--- src/rtl/ram_arb_pkg.sv ---
// Shared constants for the two-requester RAM arbiter.
// Widths default to the 16-bit RAM the arbiter fronts.
package ram_arb_pkg;

    localparam int ADDR_W_DEF   = 16;
    localparam int DATA_W_DEF   = 16;
    localparam int MEM_SIZE_DEF = 255;

    localparam logic READ  = 1'b0;
    localparam logic WRITE = 1'b1;

    localparam logic M0 = 1'b0;
    localparam logic M1 = 1'b1;

endpackage

--- src/rtl/ram_arb_if.sv ---
// Bundle of both requester ports plus the RAM-side bus.
// slave = arbiter view, master = core/RAM side view.
interface ram_arb_if #(
    parameter int ADDR_W = 16,
    parameter int DATA_W = 16
);

    logic              m0_req;
    logic              m0_we;
    logic [ADDR_W-1:0] m0_addr;
    logic [DATA_W-1:0] m0_wdata;
    logic              m0_gnt;
    logic              m0_rvalid;
    logic [DATA_W-1:0] m0_rdata;
    logic              m0_err;

    logic              m1_req;
    logic              m1_we;
    logic [ADDR_W-1:0] m1_addr;
    logic [DATA_W-1:0] m1_wdata;
    logic              m1_gnt;
    logic              m1_rvalid;
    logic [DATA_W-1:0] m1_rdata;
    logic              m1_err;

    logic [ADDR_W-1:0] ram_addr;
    logic              ram_rw;
    logic [DATA_W-1:0] ram_wdata;
    logic [DATA_W-1:0] ram_rdata;

    modport slave (
        input  m0_req,
        input  m0_we,
        input  m0_addr,
        input  m0_wdata,
        output m0_gnt,
        output m0_rvalid,
        output m0_rdata,
        output m0_err,
        input  m1_req,
        input  m1_we,
        input  m1_addr,
        input  m1_wdata,
        output m1_gnt,
        output m1_rvalid,
        output m1_rdata,
        output m1_err,
        output ram_addr,
        output ram_rw,
        output ram_wdata,
        input  ram_rdata
    );

    modport master (
        output m0_req,
        output m0_we,
        output m0_addr,
        output m0_wdata,
        input  m0_gnt,
        input  m0_rvalid,
        input  m0_rdata,
        input  m0_err,
        output m1_req,
        output m1_we,
        output m1_addr,
        output m1_wdata,
        input  m1_gnt,
        input  m1_rvalid,
        input  m1_rdata,
        input  m1_err,
        input  ram_addr,
        input  ram_rw,
        input  ram_wdata,
        output ram_rdata
    );

endinterface

--- src/rtl/rr_arb2.sv ---
// Two-way round-robin arbiter; r_ptr names the requester that
// wins the next contested cycle.
module rr_arb2
    import ram_arb_pkg::*;
(
    input  logic       clk,
    input  logic       rst_n,
    input  logic [1:0] i_req,
    output logic [1:0] o_gnt,
    output logic       o_gnt_vld
);

    logic r_ptr;

    // Grants are masked while reset is held so nothing reaches the RAM.
    always_comb begin
        o_gnt = 2'b00;
        if (rst_n) begin
            case (i_req)
                2'b01:   o_gnt = 2'b01;
                2'b10:   o_gnt = 2'b10;
                2'b11:   o_gnt = (r_ptr == M1) ? 2'b10 : 2'b01;
                default: o_gnt = 2'b00;
            endcase
        end
    end

    assign o_gnt_vld = |o_gnt;

    always_ff @(posedge clk or negedge rst_n) begin
        if (!rst_n) begin
            r_ptr <= M0;
        end else if (o_gnt_vld) begin
            r_ptr <= o_gnt[0] ? M1 : M0;
        end
    end

endmodule

--- src/rtl/ram_arbiter.sv ---
// Shares one single-port RAM between fetch (m0) and LSU (m1):
// grant, mux, range check, and the read/err return pipeline.
module ram_arbiter
    import ram_arb_pkg::*;
#(
    parameter int ADDR_W   = ADDR_W_DEF,
    parameter int DATA_W   = DATA_W_DEF,
    parameter int MEM_SIZE = MEM_SIZE_DEF
) (
    input  logic     clk,
    input  logic     rst_n,
    ram_arb_if.slave bus
);

    localparam logic [ADDR_W:0] W_LIM = (ADDR_W+1)'(MEM_SIZE);

    logic [1:0]        w_req;
    logic [1:0]        w_gnt;
    logic              w_gvld;
    logic              w_sel;
    logic              w_we;
    logic [ADDR_W-1:0] w_addr;
    logic [DATA_W-1:0] w_wdata;
    logic              w_inrange;
    logic              w_wr_ok;
    logic              w_wr_bad;
    logic              w_rd;
    logic              w_rv0;
    logic              w_rv1;

    logic [ADDR_W-1:0] r_addr;
    logic              r_rd_pend;
    logic              r_rd_id;
    logic [1:0]        r_err;
    logic [DATA_W-1:0] r_rdata0;
    logic [DATA_W-1:0] r_rdata1;

    assign w_req = {bus.m1_req, bus.m0_req};

    rr_arb2 u_arb (
        .clk       (clk),
        .rst_n     (rst_n),
        .i_req     (w_req),
        .o_gnt     (w_gnt),
        .o_gnt_vld (w_gvld)
    );

    assign w_sel = w_gnt[1] ? M1 : M0;

    always_comb begin
        w_we    = bus.m0_we;
        w_addr  = bus.m0_addr;
        w_wdata = bus.m0_wdata;
        if (w_sel == M1) begin
            w_we    = bus.m1_we;
            w_addr  = bus.m1_addr;
            w_wdata = bus.m1_wdata;
        end
    end

    assign w_inrange = {1'b0, w_addr} < W_LIM;

    assign w_rd     = w_gvld && (w_we == READ);
    assign w_wr_ok  = w_gvld && (w_we == WRITE) && w_inrange;
    assign w_wr_bad = w_gvld && (w_we == WRITE) && !w_inrange;

    // The address is held when idle so the RAM input stays quiet.
    assign bus.ram_addr  = w_gvld ? w_addr : r_addr;
    assign bus.ram_rw    = w_wr_ok ? WRITE : READ;
    assign bus.ram_wdata = w_gvld ? w_wdata : '0;

    assign bus.m0_gnt = w_gnt[0];
    assign bus.m1_gnt = w_gnt[1];

    always_ff @(posedge clk or negedge rst_n) begin
        if (!rst_n) begin
            r_addr    <= '0;
            r_rd_pend <= 1'b0;
            r_rd_id   <= M0;
            r_err     <= 2'b00;
        end else begin
            if (w_gvld) begin
                r_addr <= w_addr;
            end
            r_rd_pend <= w_rd;
            if (w_rd) begin
                r_rd_id <= w_sel;
            end
            r_err[0] <= w_wr_bad && (w_sel == M0);
            r_err[1] <= w_wr_bad && (w_sel == M1);
        end
    end

    // RAM output is registered, so read data lines up one cycle later.
    assign w_rv0 = r_rd_pend && (r_rd_id == M0);
    assign w_rv1 = r_rd_pend && (r_rd_id == M1);

    always_ff @(posedge clk or negedge rst_n) begin
        if (!rst_n) begin
            r_rdata0 <= '0;
            r_rdata1 <= '0;
        end else begin
            if (w_rv0) begin
                r_rdata0 <= bus.ram_rdata;
            end
            if (w_rv1) begin
                r_rdata1 <= bus.ram_rdata;
            end
        end
    end

    assign bus.m0_rvalid = w_rv0;
    assign bus.m1_rvalid = w_rv1;
    assign bus.m0_rdata  = w_rv0 ? bus.ram_rdata : r_rdata0;
    assign bus.m1_rdata  = w_rv1 ? bus.ram_rdata : r_rdata1;
    assign bus.m0_err    = r_err[0];
    assign bus.m1_err    = r_err[1];

endmodule

--- src/flat_wrapper.sv ---
// flat-port wrapper written by rule: the top's interface ports become plain ports
module ram_arbiter_flat import ram_arb_pkg::*;
#(
    parameter int ADDR_W   = ADDR_W_DEF,
    parameter int DATA_W   = DATA_W_DEF,
    parameter int MEM_SIZE = MEM_SIZE_DEF
)
  (clk, rst_n, bus_m0_req, bus_m0_we, bus_m0_addr, bus_m0_wdata, bus_m0_gnt, bus_m0_rvalid, bus_m0_rdata, bus_m0_err, bus_m1_req, bus_m1_we, bus_m1_addr, bus_m1_wdata, bus_m1_gnt, bus_m1_rvalid, bus_m1_rdata, bus_m1_err, bus_ram_addr, bus_ram_rw, bus_ram_wdata, bus_ram_rdata);
  ram_arb_if #(.ADDR_W(ADDR_W), .DATA_W(DATA_W)) bus_i ();
  input  logic clk;
  input  logic rst_n;
  input wire logic [$bits(bus_i.m0_req)-1:0] bus_m0_req;
  input wire logic [$bits(bus_i.m0_we)-1:0] bus_m0_we;
  input wire logic [$bits(bus_i.m0_addr)-1:0] bus_m0_addr;
  input wire logic [$bits(bus_i.m0_wdata)-1:0] bus_m0_wdata;
  output wire logic [$bits(bus_i.m0_gnt)-1:0] bus_m0_gnt;
  output wire logic [$bits(bus_i.m0_rvalid)-1:0] bus_m0_rvalid;
  output wire logic [$bits(bus_i.m0_rdata)-1:0] bus_m0_rdata;
  output wire logic [$bits(bus_i.m0_err)-1:0] bus_m0_err;
  input wire logic [$bits(bus_i.m1_req)-1:0] bus_m1_req;
  input wire logic [$bits(bus_i.m1_we)-1:0] bus_m1_we;
  input wire logic [$bits(bus_i.m1_addr)-1:0] bus_m1_addr;
  input wire logic [$bits(bus_i.m1_wdata)-1:0] bus_m1_wdata;
  output wire logic [$bits(bus_i.m1_gnt)-1:0] bus_m1_gnt;
  output wire logic [$bits(bus_i.m1_rvalid)-1:0] bus_m1_rvalid;
  output wire logic [$bits(bus_i.m1_rdata)-1:0] bus_m1_rdata;
  output wire logic [$bits(bus_i.m1_err)-1:0] bus_m1_err;
  output wire logic [$bits(bus_i.ram_addr)-1:0] bus_ram_addr;
  output wire logic [$bits(bus_i.ram_rw)-1:0] bus_ram_rw;
  output wire logic [$bits(bus_i.ram_wdata)-1:0] bus_ram_wdata;
  input wire logic [$bits(bus_i.ram_rdata)-1:0] bus_ram_rdata;
  assign bus_i.m0_req = bus_m0_req;
  assign bus_i.m0_we = bus_m0_we;
  assign bus_i.m0_addr = bus_m0_addr;
  assign bus_i.m0_wdata = bus_m0_wdata;
  assign bus_m0_gnt = bus_i.m0_gnt;
  assign bus_m0_rvalid = bus_i.m0_rvalid;
  assign bus_m0_rdata = bus_i.m0_rdata;
  assign bus_m0_err = bus_i.m0_err;
  assign bus_i.m1_req = bus_m1_req;
  assign bus_i.m1_we = bus_m1_we;
  assign bus_i.m1_addr = bus_m1_addr;
  assign bus_i.m1_wdata = bus_m1_wdata;
  assign bus_m1_gnt = bus_i.m1_gnt;
  assign bus_m1_rvalid = bus_i.m1_rvalid;
  assign bus_m1_rdata = bus_i.m1_rdata;
  assign bus_m1_err = bus_i.m1_err;
  assign bus_ram_addr = bus_i.ram_addr;
  assign bus_ram_rw = bus_i.ram_rw;
  assign bus_ram_wdata = bus_i.ram_wdata;
  assign bus_i.ram_rdata = bus_ram_rdata;
  ram_arbiter #(.ADDR_W(ADDR_W), .DATA_W(DATA_W), .MEM_SIZE(MEM_SIZE)) u_core (.clk(clk), .rst_n(rst_n), .bus(bus_i));
endmodule
--- config.mk ---
export PLATFORM = sky130hd
export DESIGN_NAME = ram_arbiter_flat
export DESIGN_NICKNAME = d
export VERILOG_FILES = /design/src/rtl/ram_arb_pkg.sv /design/src/rtl/ram_arb_if.sv /design/src/rtl/rr_arb2.sv /design/src/rtl/ram_arbiter.sv /design/src/flat_wrapper.sv
export SDC_FILE = /design/constraint.sdc
export NUM_CORES = 1
export LEC_CHECK = 0
export ABC_AREA = 1
export BUFFER_PORTS_ARGS = -buffer_cell sky130_fd_sc_hd__buf_4
export CORE_MARGIN = 4
export CORE_UTILIZATION = 35
export CTS_BUF_LIST = sky130_fd_sc_hd__clkbuf_16
export CTS_CLUSTER_SIZE = 24
export DETAILED_ROUTE_END_ITERATION = 8
export PLACE_DENSITY = 0.78
export SLEW_MARGIN = 15
export SYNTH_ARGS = -nofsm -noshare
export SYNTH_HDL_FRONTEND = slang
export SYNTH_SLANG_ARGS = --single-unit
--- constraint.sdc ---
create_clock -name clk -period 1.78 [get_ports clk]
set_input_delay 0.089 -clock clk [delete_from_list [all_inputs] [get_ports clk]]
set_output_delay 0.089 -clock clk [all_outputs]
set_load 0.1 [all_outputs]
Word level (Yosys, flattened, before mapping):

Cells that the tools add are included.

* register bits: 53
* input bits: 86
* logic and storage cells: 37

* multiplexer cells: 13
* reduce and logical (&&, ||, !) cells: 10
* order comparisons: 1
* equality and inequality tests: 3
* bitwise gates (word level): 3

Operator list (count)
* two-way mux 16 bit: 6
* less-than comparator 16 x 8 -> 1 bit, second input constant: 1
* logical AND 1 bit: 8
* case mux 2 bit (3 select lines): 1
* equality test 2 bit, second input constant: 2
* two-way mux 1 bit: 4
* two-way mux 2 bit: 2
* NOT 1 bit: 3
* equality test 2 x 1 -> 1 bit, second input constant: 1
* OR reduction 2 bit: 1
* logical NOT 1 bit: 1

Longest topological paths before layout:

* depth after elaboration: 9
* mapped depth: 12

Cells and area by module:

A second synthesis with hierarchy kept.

* cells, all modules: 325
* area total of the unflattened synthesis: 2512.4 µm²

By module, submodules not included
* ram_arbiter: instances 1, seq. area each 1301.2 µm², cells an instance 313, area each 2444.8 µm²
* rr_arb2: instances 1, seq. area each 25.0 µm², cells an instance 12, area each 67.6 µm²

Worst setup path before layout:

Ideal clock, no wire load.

* path kind: register to register
* from: reg u_core.r_rd_id
* to: reg u_core.r_rdata0[0]
* library setup time: 0.353 ns
* data arrival time: 4.364 ns
* stages on the path, launching flop included: 5
* clock period less this slack: 4.717 ns
* path slack: -2.937 ns
* cells stage by stage: dfrtp_1 nor2_1 inv_1 clkbuf_1 o21ai_0

* word-level cells in the longest chain between the ends: 3

Ends and longest elaborated chain
* start, declared: RTL line ram_arbiter.sv:33 `logic r_rd_id;`
* start signal, assigned: RTL line ram_arbiter.sv:87 `r_rd_id <= w_sel;`
* NOT 1 bit: RTL line ram_arbiter.sv:95 `assign w_rv0 = r_rd_pend && (r_rd_id == M0);`
* logical AND 1 bit: RTL line ram_arbiter.sv:95
* net bus_m0_rvalid: RTL line flat_wrapper.sv:17 `output wire logic [$bits(bus_i.m0_rvalid)-1:0] bus_m0_rvalid;`
* two-way mux 16 bit
* net bus_m0_rdata[0]: RTL line flat_wrapper.sv:18 `output wire logic [$bits(bus_i.m0_rdata)-1:0] bus_m0_rdata;`
* end signal, assigned: RTL line ram_arbiter.sv:104 `r_rdata0 <= bus.ram_rdata;`
* end, declared: RTL line ram_arbiter.sv:35 `logic [DATA_W-1:0] r_rdata0;`

The timed path passes the listed nets, and every way through them passes these cells.
A chain may end at the register's enable or synchronous reset.

Worst setup path in the final report:

* from: reg u_core.u_arb.r_ptr
* to: out bus_ram_rw

* word-level cells in the longest chain between the ends: 8
* elaborated cells between the ends (all ways): 11
* classes of those cells: 1 x order compare; 7 x mux; 3 x reduce/logical

Ends and longest elaborated chain
* start, declared: RTL line rr_arb2.sv:13 `logic r_ptr;`
* start signal, assigned: RTL line rr_arb2.sv:34 `r_ptr <= o_gnt[0] ? M1 : M0;`
* two-way mux 2 bit *: RTL line rr_arb2.sv:22 `2'b11: o_gnt = (r_ptr == M1) ? 2'b10 : 2'b01;`
* case mux 2 bit (3 select lines) *: RTL line rr_arb2.sv:19 `case (i_req)`
* two-way mux 2 bit *: RTL line rr_arb2.sv:18 `if (rst_n) begin`
* two-way mux 1 bit: RTL line ram_arbiter.sv:48 `assign w_sel = w_gnt[1] ? M1 : M0;`
* two-way mux 16 bit / two-way mux 1 bit (equally long branches): RTL line ram_arbiter.sv:54 `if (w_sel == M1) begin`
* less-than comparator 16 x 8 -> 1 bit / logical AND 1 bit (equally long branches): RTL line ram_arbiter.sv:61, ram_arbiter.sv:64
* logical AND 1 bit *: RTL line ram_arbiter.sv:64 `assign w_wr_ok = w_gvld && (w_we == WRITE) && w_inrange;`
* two-way mux 1 bit *: RTL line ram_arbiter.sv:69 `assign bus.ram_rw = w_wr_ok ? WRITE : READ;`
* end, declared: RTL line flat_wrapper.sv:29 `output wire logic [$bits(bus_i.ram_rw)-1:0] bus_ram_rw;`

Every way passes the cells marked *; elsewhere a longest branch is shown, timed or not.

==> results list <==
- Core region area: 6910 sq um
- Share of Yosys cell area claimed by the top area cell type: 52.2%
* Maxcap violations: 0
- CTS clk-pin slew, worst paths: 0.07 ns
* CP Max Fanout: 15
- In this run, the number of DRC markers left after iteration 0 of detailed routing was 291.
- Warnings, synthesis: 0
- Relative to the synthesized area, the layout overhead comes to 138%.
- In this run, synthesis produced a sequential element count of 53.
- After the last flow step, the layout net total stands at 619.
- Leftover overflow at the end of global routing: 0
- Most instantiated flip-flop cell in the synthesis netlist: dfrtp_1
* Startpoint of the worst register-to-register path: u_core.u_arb.r_ptr
- The final count of hold timing violations was 0.
- Number of iterations in the first detailed-routing pass: 5
- For the pin with the worst max-slew slack, the measured transition is 0.679 ns.
- Static timing analysis puts the maximum clock frequency at 443 MHz.
- The worst-case IR drop observed on VDD is 0.000714 V.
- Setup violations remaining at the end of the flow were counted as 42.
- STA puts the critical path data arrival time at 2.17 ns.
- The clock passes through at most 2 buffers.
- IO Pins: 157
- Clock tree from TritonCTS: built
- dfrtp_1 takes more of the synthesized area than any other cell.
* Top cells by area, synth: dfrtp_1, nand2_1, o21ai_0
- Detail-routed via count per cell: 5.62
- The smallest clock period supported by the final layout is computed as 2.26 ns.
- Across all setup checks in the final design, the least slack found is -0.475 ns.
- Die footprint: 8690 sq um
- In this run the remaining antenna-violating nets after routing total 0.
- Power comes to 0.00974 W.
* Critical Path Source Type: flip-flop
* Worst hold path startpoint: bus_m1_we
- The worst setup path is of the flip-flop to output port kind.
- After detailed routing, the total wire length is 15000 um.
* Height of the die: 93.2 um
- The cell area that synthesis handed to floorplanning was 2540 sq um.
- Of the cells placed in the final design, the portion with a size suffix greater than 1 is 64.8%.
- Clock Sinks: 53
- The number of nets handed over by synthesis was 407.
- The final reports fail on setup timing.
* Pwr dens: 1610 nW/um^2
- The congestion estimate from routability-driven global placement came to 0.831.
- For this design the static power due to leakage is 2.77 nW.
- Measured against its own limit, the worst slew margin works out to 54.7%.
* Die outline width: 93.2 um
- Detailed placement finished with a half-perimeter wire length of 6910 um.
* Setup crit end kind: output port
- Final period utilization: 127%
- Number of global-route vias before repair: 3511
- In this run the worst setup path begins at u_core.u_arb.r_ptr.
* Final Skew: 0.00557 ns
* Core utilization of the finished layout: 87.6%
* DRC violation count after routing: 0
- ANT cells: 0
* Part of the Yosys area used for sequential elements: 52.2%
- Clock tree root driver cell: clkbuf_16
- Antenna violations before repair: 0
* Cts bufs inserted: 5
- After detailed routing, the average wire length per cell comes to 23.9 um.
- Summing over every cut layer, the via total after detailed routing is 3543.
* Synthesized area per cell: 7.92 sq um
- Async SR Flop Fraction: 100%
- Global-route wire length before repair: 18100 um
- At the worst endpoint, the required time is 1.69 ns.
* Distinct cell type count of the synthesized netlist: 19
- After floorplanning, the core was divided into 30 placement rows.
- IO Port Bufs: 156
- The count of final max-slew check failures came to 0.
* Gr usage total: 26.5%
* Effective utilization at floorplan: 36.8%
- The synthesized design contains 0 enable-type register cells.
* Clk Latency, worst-skew pair: 0.30 ns
- The run finished, with violations left.
- CTS built an H-tree with a depth of 2.
* Unrepaired setup endpoints after global routing: true
- Largest net degree at the start of global routing: 53
- HP Class: input port to flip-flop
- Mapped Cells: 321
## cell usage in the layout, fill, tap and decap left out, drive strengths merged
master         n
clkinv         2
nor2          45
clkbuf         7
a21oi         18
nand3         13
bufbuf         1
o21ai         34
dfrtp         53
nand2        101
clkinvlp       1
dlygate4sd3    2
a31oi         16
buf          217
inv           23
o21bai         1
## metal layers
| layer | wire length [um] | global-route usage [%] | part of all wire (%) |
|---|---|---|---|
| met2 | 7520 | 48.4 | 50 |
| met3 | 1370 | 7.40 | 9.1 |
| met4 | 840 | 9.16 | 5.6 |
| met1 | 5310 | 29.4 | 35 |
| met5 | 0 | 0 | 0 |
## state kept, by name, summed over array words and instances (netlist names)
| name | count |
|---|---|
| u_core.r_rd_id | 1 |
| u_core.r_rdata0 | 16 |
| u_core.r_rdata1 | 16 |
| u_core.r_rd_pend | 1 |
| u_core.u_arb.r_ptr | 1 |
| u_core.r_err | 2 |
| u_core.r_addr | 16 |
## cell families (layout without fill, tap and decap cells)
kind of cell    Yosys count  count (layout)  share of synthesized area, %
compound gates           69              69                          15.4
simple gates            159             159                          24.9
buf+inv                  40             253                          7.58
flops                    53              53                          52.2
## through the flow
| step | instance area (sq um) | worst slack (ns) | setup TNS, ns | cells | hold WS [ns] |
|---|---|---|---|---|---|
| floorplan | 3410 | -0.594 | -23.27 | 321 | -0.207 |
| global placement | 4900 | 0.00365 | 0 | 594 | -0.109 |
| detailed placement | 4900 | -0.0595 | -0.0595 | 594 | -0.109 |
| CTS | 5690 | -0.197 | -1.97 | 616 | 0.00960 |
| global route | 6050 | -0.527 | -10.69 | 630 | 0.0489 |
| finish | 6050 | -0.475 | -9.42 | 630 | 0.0775 |
## worst max-delay path, stage by stage (launching register included)
cell and delay (ns):
dfrtp_1 0.42, inv_2 0.09, nand2_4 0.15, nand2_8 0.13, buf_4 0.17, nand2_1 0.13
nand2_1 0.11, nand2_1 0.11, nor2_1 0.06, nand2_1 0.07, nand2_2 0.08, nor2_4 0.14
buf_12 0.18
## path summary, 6_finish.rpt
path,to,slack [ns],depth (start not counted)
max,bus_ram_rw,-0.48,12
min in group asynchronous,u_core.u_arb.r_ptr,0.16,2
max in group asynchronous,u_core.r_rdata0[3],0.79,3
max reg2reg,u_core.r_err[0],-0.43,14
min,u_core.r_rd_id,0.08,2
min reg2reg,u_core.r_rdata0[6],0.50,2
## synth_stat cells (2+ instances only)
cell      number
buf_6          4
a21oi_4        2
nand3_1       13
nor2_1        44
o21ai_0       34
inv_2          2
buf_2          3
a31oi_1       16
nand2_1       98
dfrtp_1       53
buf_4          2
clkbuf_1       8
a21oi_1       16
nand2_4        2
inv_1         20
## layout make-up
class | count | area, sq um
repair buffers | 222 | 2380
flip-flops and latches | 53 | 1330
fillers | 298 | 858
inverters | 23 | 87.6
clock buffers | 5 | 125
multi-input cells | 228 | 1990
clock inverters | 3 | 21.3
well taps | 96 | 120
## report_power, final
group | leakage, nW | total [W] | switching (W) | internal (W)
sequential | 0.634 | 0.00179 | 0.000173 | 0.00162
combinational | 2.07 | 0.00695 | 0.00493 | 0.00203
clock | 0.0702 | 0.000994 | 0.000469 | 0.000525
total | 2.77 | 0.00974 | 0.00557 | 0.00417
## repair_timing
item / 4_1_cts / 5_1_grt
cloned: 2 / 2
endpoints found under the hold margin: 1 / 0
setup buffers: 10 / 15
endpoints found under the setup margin: 45 / 59
hold buffers: 2 / 0
pin swaps: 13 / 17
gates resized for setup: 121 / 55
No activity file was read; power rests on OpenSTA's default activity.
